File: src/rtl/conv_encoder_pkg.sv
// Shared constants for the K=7 rate-1/2 convolutional encoder and its output stream buffer.
package conv_encoder_pkg;

    localparam int K      = 7;
    localparam int HIST_W = K - 1;

    // Generator bit (K-1-d) selects tap x[n-d]; the MSB is the current input bit.
    localparam logic [K-1:0] G0_POLY = 7'o133;
    localparam logic [K-1:0] G1_POLY = 7'o171;

    typedef enum logic [1:0] {
        BUF_EMPTY,
        BUF_ONE,
        BUF_FULL
    } buf_state_t;

endpackage

File: src/rtl/axis_skid_buffer.sv
// Two-entry AXI-Stream register slice: output register plus skid register, with a registered s_ready.
module axis_skid_buffer
    import conv_encoder_pkg::*;
#(
    parameter int DATA_W = 8
) (
    input  logic              clk,
    input  logic              rst_n,
    input  logic [DATA_W-1:0] s_data,
    input  logic              s_valid,
    output logic              s_ready,
    output logic [DATA_W-1:0] m_data,
    output logic              m_valid,
    input  logic              m_ready
);

    buf_state_t        state;
    buf_state_t        state_next;
    logic [DATA_W-1:0] skid_data;
    logic              in_hs;
    logic              out_hs;
    logic              load_out;
    logic              load_skid;
    logic              skid_to_out;

    assign in_hs   = s_valid && s_ready;
    assign out_hs  = m_valid && m_ready;
    assign m_valid = (state != BUF_EMPTY);

    always_ff @(posedge clk or negedge rst_n) begin
        if (!rst_n) begin
            state <= BUF_EMPTY;
        end else begin
            state <= state_next;
        end
    end

    always_comb begin
        state_next  = state;
        load_out    = 1'b0;
        load_skid   = 1'b0;
        skid_to_out = 1'b0;
        case (state)
            BUF_EMPTY: begin
                if (in_hs) begin
                    load_out   = 1'b1;
                    state_next = BUF_ONE;
                end
            end
            BUF_ONE: begin
                if (out_hs) begin
                    if (in_hs) begin
                        load_out = 1'b1;
                    end else begin
                        state_next = BUF_EMPTY;
                    end
                end else if (in_hs) begin
                    load_skid  = 1'b1;
                    state_next = BUF_FULL;
                end
            end
            BUF_FULL: begin
                // s_ready is low here, so only the drain of the skid entry can happen.
                if (out_hs) begin
                    skid_to_out = 1'b1;
                    state_next  = BUF_ONE;
                end
            end
            default: begin
                state_next = BUF_EMPTY;
            end
        endcase
    end

    always_ff @(posedge clk or negedge rst_n) begin
        if (!rst_n) begin
            m_data    <= '0;
            skid_data <= '0;
            s_ready   <= 1'b1;
        end else begin
            if (load_out) begin
                m_data <= s_data;
            end else if (skid_to_out) begin
                m_data <= skid_data;
            end
            if (load_skid) begin
                skid_data <= s_data;
            end
            s_ready <= (state_next != BUF_FULL);
        end
    end

endmodule

File: src/rtl/conv_encoder.sv
// Rate-1/2 K=7 convolutional encoder: WIDTH input bits per beat become 2*WIDTH coded bits.
module conv_encoder
    import conv_encoder_pkg::*;
#(
    parameter int WIDTH         = 32,
    parameter bit CLEAR_ON_LAST = 1'b1
) (
    input  logic               aclk,
    input  logic               aresetn,
    input  logic [WIDTH-1:0]   s_axis_tdata,
    input  logic               s_axis_tvalid,
    output logic               s_axis_tready,
    input  logic               s_axis_tlast,
    output logic [2*WIDTH-1:0] m_axis_tdata,
    output logic               m_axis_tvalid,
    input  logic               m_axis_tready,
    output logic               m_axis_tlast
);

    logic [HIST_W-1:0]       hist;
    logic [HIST_W-1:0]       hist_next;
    logic [WIDTH+HIST_W-1:0] ext;
    logic [2*WIDTH-1:0]      coded;
    logic                    in_hs;

    assign in_hs = s_axis_tvalid && s_axis_tready;

    // Oldest history bit at ext[0], current beat on top, so x[n-d] for bit i is ext[i+HIST_W-d].
    always_comb begin
        ext = '0;
        for (int j = 0; j < HIST_W; j++) begin
            ext[j] = hist[HIST_W-1-j];
        end
        ext[WIDTH+HIST_W-1:HIST_W] = s_axis_tdata;
    end

    for (genvar i = 0; i < WIDTH; i++) begin : g_pair
        logic a_bit;
        logic b_bit;
        always_comb begin
            a_bit = 1'b0;
            b_bit = 1'b0;
            for (int d = 0; d < K; d++) begin
                if (G0_POLY[K-1-d]) begin
                    a_bit = a_bit ^ ext[i+HIST_W-d];
                end
                if (G1_POLY[K-1-d]) begin
                    b_bit = b_bit ^ ext[i+HIST_W-d];
                end
            end
        end
        assign coded[2*i]   = a_bit;
        assign coded[2*i+1] = b_bit;
    end

    // The newest HIST_W bits of ext also cover WIDTH < HIST_W, where older history shifts up.
    always_comb begin
        hist_next = hist;
        for (int j = 0; j < HIST_W; j++) begin
            hist_next[j] = ext[WIDTH+HIST_W-1-j];
        end
        if (CLEAR_ON_LAST && s_axis_tlast) begin
            hist_next = '0;
        end
    end

    always_ff @(posedge aclk or negedge aresetn) begin
        if (!aresetn) begin
            hist <= '0;
        end else if (in_hs) begin
            hist <= hist_next;
        end
    end

    axis_skid_buffer #(
        .DATA_W (2*WIDTH + 1)
    ) u_skid (
        .clk     (aclk),
        .rst_n   (aresetn),
        .s_data  ({s_axis_tlast, coded}),
        .s_valid (s_axis_tvalid),
        .s_ready (s_axis_tready),
        .m_data  ({m_axis_tlast, m_axis_tdata}),
        .m_valid (m_axis_tvalid),
        .m_ready (m_axis_tready)
    );

endmodule

File: config.mk
export PLATFORM = sky130hd
export DESIGN_NAME = conv_encoder
export DESIGN_NICKNAME = d
export VERILOG_FILES = /design/src/rtl/conv_encoder_pkg.sv /design/src/rtl/axis_skid_buffer.sv /design/src/rtl/conv_encoder.sv
export SDC_FILE = /design/constraint.sdc
export NUM_CORES = 1
export LEC_CHECK = 0
export CAP_MARGIN = 40
export CORE_MARGIN = 10
export CORE_UTILIZATION = 62
export CTS_BUF_LIST = sky130_fd_sc_hd__clkbuf_8
export DETAILED_ROUTE_END_ITERATION = 16
export PLACE_DENSITY = 0.95
export SLEW_MARGIN = 10
export SYNTH_ARGS = -nofsm -noshare
export SYNTH_HDL_FRONTEND = slang
export SYNTH_SLANG_ARGS = --single-unit
export TNS_END_PERCENT = 30
File: constraint.sdc
create_clock -name aclk -period 4.4 [get_ports aclk]
set_clock_uncertainty 0.2 [all_clocks]
set_input_delay 1.1 -clock aclk [delete_from_list [all_inputs] [get_ports aclk]]
set_output_delay 1.1 -clock aclk [all_outputs]
set_load 0.03 [all_outputs]
Word-level counts from Yosys, hierarchy flattened:

Cells that the tools add are included.

* register bits: 139
* output and inout port bits: 67
* input bits: 37

* bitwise logic cells: 256
* equal/unequal tests: 3
* multiplexer cells: 16
* reductions and logical operators: 5

Operators by type and width (number)
* XOR 1 bit: 256
* 2-to-1 mux 65 bit: 2
* 2-to-1 mux 2 bit: 5
* 2-to-1 mux 1 bit: 6
* 2-to-1 mux 6 bit: 1
* one-hot mux 2 bit (3 select lines): 1
* nonzero test 2 bit: 2
* == test 2 x 1 -> 1 bit (second input constant): 1
* == test 2 bit (second input constant): 1
* logical AND 1 bit: 2
* logical NOT 2 bit: 1
* inequality test 2 bit (second input constant): 1
* one-hot mux 1 bit (2 select lines): 1

Depth between registers and ports, before layout:

* depth in word-level cells: 6
* mapped depth: 5
* mapped depth without buffers: 3

Hierarchy:

A second synthesis with hierarchy kept.

* cell total of the unflattened synthesis: 534
* area, all modules: 8226.6 µm²

By module, submodules not included
* axis_skid_buffer: cells an instance 363, instances 1, sequential area each 3329.4 µm², area each 5774.3 µm²
* conv_encoder: cells an instance 171, instances 1, sequential area each 150.1 µm², area each 2452.4 µm²

Least setup slack after synthesis:

Ideal clock, no wire load.

* path type: input port to flip-flop
* start: input s_axis_tdata[9]
* end: register u_skid.skid_data[22]
* setup slack: 1.788 ns
* path buffers: 1
* stages on the path: 4
* arrival time: 2.287 ns
* path through: clkbuf_1 xor2_1 xor3_1 mux2_2

* cells in the longest elaborated chain, start to end: 4

RTL lines
* from (decl): RTL line conv_encoder.sv:10 `input logic [WIDTH-1:0] s_axis_tdata,`
* XOR 1 bit (4 in a row): RTL line conv_encoder.sv:45 `a_bit = a_bit ^ ext[i+HIST_W-d];`
* to (signal assigned): RTL line axis_skid_buffer.sv:87 `skid_data <= s_data;`
* to (decl): RTL line axis_skid_buffer.sv:19 `logic [DATA_W-1:0] skid_data;`

No other way between the ends.
A chain may end at the register's enable or synchronous reset.

Worst setup path in the final report:

* start: register u_skid.state[1]
* end: output m_axis_tvalid

* cells in the longest elaborated chain, start to end: 1

RTL lines
* from (decl): RTL line axis_skid_buffer.sv:17 `buf_state_t state;`
* from (signal assigned): RTL line axis_skid_buffer.sv:34 `state <= state_next;`
* nonzero test 2 bit: RTL line axis_skid_buffer.sv:28 `assign m_valid = (state != BUF_EMPTY);`
* to (decl): RTL line conv_encoder.sv:15 `output logic m_axis_tvalid,`

No other way between the ends.

==> impl_metrics.json <==
{
  "ant_nets": 0,
  "outcome": "finished, final reports clean",
  "drive_gt1_frac": 0.3359,
  "maxCapViolCount": 0,
  "diodes": 0,
  "cts_resized": 0,
  "hold_viol": 0,
  "period_share": 0.7187,
  "crit_path_max_incr_delay_ps": 600,
  "clk_pin_slew_ps": 70,
  "route.vias.total": 4518,
  "slew_headroom": 0.6623,
  "area_growth_syn_to_layout_pct": 19.58,
  "drt_first_pass_iters": 4,
  "setup_viol": 0,
  "critPathLaunchType": "flop",
  "cts_setup_buffers": 0,
  "cp.arrival_ps": 1860,
  "yosysSeqAreaShare": 0.4399,
  "p_per_area_nw_per_um2": 677.5,
  "wl_per_cell_um": 20.41,
  "async_flop_share": 1.000,
  "required_ps": 3100,
  "grt-ovfl-total": 0,
  "synth_top_cells_by_area": "dfrtp_1, mux2_2, xnor3_1, xnor2_1, xor2_1",
  "clkLatencyLatePin_ps": 450,
  "grt_first_pass_wirelength_mm": 27.99,
  "fmaxAchievable_mhz": 316.2,
  "yosysTopAreaCell": "dfrtp_1",
  "syn_inst": 550,
  "io_buffer_count": 103,
  "avgSynthCellArea_sq_um": 14.38,
  "final_nets": 670,
  "antenna_found_initial": 0,
  "ios": 104,
  "first_global_vias": 5117,
  "synth_nets": 587,
  "path_buf_inv": 1,
  "tightest_slew_ps": 504.9,
  "synth.most_common_cell": "mux2_2",
  "syn_area_sq_um": 7910,
  "hold_buffers": 0,
  "cp_max_fo": 9,
  "htree_levels": 4,
  "slew_violations": 0,
  "rsz0062_at_grt": "false",
  "initial_utilization": 0.6294,
  "cpMaxStageDelayCell": "clkdlybuf4s50_1",
  "critical_path.top_delay_family": "buffers and inverters",
  "rows": 41,
  "cts_root_buf": "clkbuf_8",
  "grt_util_all_layers": 0.1990,
  "die_area_sq_um": 17680,
  "instances_no_fill": 818,
  "cts_max_path_buffers": 2,
  "fillCellCount": 736,
  "synth-seq-cells": 139,
  "synth_edf_count": 0,
  "crit_type": "reg -> out",
  "dp_hpwl_mm": 11.66,
  "period_minus_slack_ps": 3162,
  "irDropWorstVdd_uv": 484.5,
  "synth_flop_cell": "dfrtp_1",
  "drc_errors": 0,
  "wirelength_mm": 16.70,
  "drt_iter0_markers": 305,
  "path_cells": "or2_2 -> clkdlybuf4s50_1",
  "worst-path-stages": 2,
  "coreArea_sq_um": 12570,
  "cts_buffers": 17,
  "cts_tree": "built",
  "gp_congestion": 0.7999,
  "p_leak_nw": 4.285,
  "setup_tns_ps": 0,
  "ys_types": 34,
  "dp.cells": 786,
  "die_h_um": 133.0,
  "crit_path_end_kind": "primary output",
  "ff2ff_path_depth": 4,
  "die_x_um": 133.0,
  "yosys_warnings": 0,
  "utilization": 0.7526,
  "synth.top_cell.area_share": 0.4366,
  "min_path_type": "reg -> reg",
  "synthTopCellsByCount": "mux2_2, dfrtp_1, xnor2_1, xnor3_1, xor2_1",
  "avgViaCountPerCell": 5.523,
  "hold_depth": 1,
  "grt_max_degree": 74,
  "clock-sinks": 139
}
[layer usage]
metal	share of wire	track usage	wire, um	vias up
li1	-	-	-	2064
met1	0.42	0.2341	6938	2314
met2	0.52	0.3392	8691	112
met3	0.043	0.05526	721	28
met4	0.021	0.07457	347	0
met5	0	0	0	-
[registers in the layout, summed over array words and instances (netlist names)]
signal and flops:
hist 6, u_skid.state 2, u_skid.s_ready 1, u_skid.m_data 65, u_skid.skid_data 65
[final cells by class]
| type | count | area (sq um) | area share |
|---|---|---|---|
| Clock buffer | 22 | 302.8 | 0.03201 |
| Clock inverter | 10 | 121.4 | 0.01283 |
| Timing Repair Buffer | 109 | 1122 | 0.1187 |
| Sequential cell | 139 | 3480 | 0.3679 |
| Multi-Input combinational cell | 357 | 4184 | 0.4423 |
| Inverter | 9 | 33.78 | 0.003571 |
| Tap cell | 172 | 215.2 | 0.02275 |
[report_power, final]
group | internal, mW | switching [mW]
clock network | 0.627 | 0.469
registers | 1.91 | 0.377
logic | 1.58 | 1.44
[kinds of logic (layout without fill, tap and decap cells)]
family	count (synthesis)	count (layout)	share of synthesized area
AO/OA/AOI/OAI	12	12	0.008858
buffers and inverters	54	150	0.03179
multiplexers	193	193	0.2713
flip-flops	139	139	0.4399
AND/OR/NAND/NOR	24	24	0.01709
XOR/XNOR	128	128	0.2311
[per-stage QoR]
stage | total power [mW] | hold slack [ps] | setup slack [ps] | cell area (sq um)
floorplan | 4.251 | 260.7 | 1788 | 7910
global route | 6.778 | 317.2 | 1183 | 9459
detailed placement | 5.349 | 293.2 | 1066 | 9035
finish | 6.409 | 309.6 | 1238 | 9459
CTS | 6.472 | 312.9 | 1223 | 9459
global placement | 5.172 | 285.9 | 1135 | 9007
[worst register-to-register path, stage by stage, from the launching register on]
cell and delay [ps]:
dfstp_2 560, nand2_1 270, nor3_2 370, buf_12 390
mux2_2 430
[cell usage in the layout (no fill, tap or decap), types with 2 or more instances in the layout]
cell	count
mux2_2	171
dfrtp_1	138
clkdlybuf4s50_1	102
xnor2_1	44
xnor3_1	35
xor2_1	33
mux2i_1	22
clkbuf_8	22
inv_1	12
xor3_1	10
nand2b_1	8
nand2_1	7
o21ai_0	7
clkinv_2	4
bufinv_16	3
buf_4	3
xor2_2	2
nand3_1	2
buf_12	2
[worst paths after layout]
kind | startpoint | end | slack [ps]
min in group asynchronous | aresetn | u_skid.m_data[62] | 390
worst min-delay path | u_skid.skid_data[40] | u_skid.skid_data[40] | 310
worst max-delay path | u_skid.state[1] | m_axis_tvalid | 1240
max in group asynchronous | aresetn | u_skid.m_data[38] | 2590
worst max register to register | u_skid.s_ready | u_skid.skid_data[41] | 2070
worst min register to register | u_skid.skid_data[40] | u_skid.skid_data[40] | 310
No activity file was read; power rests on OpenSTA's default activity.
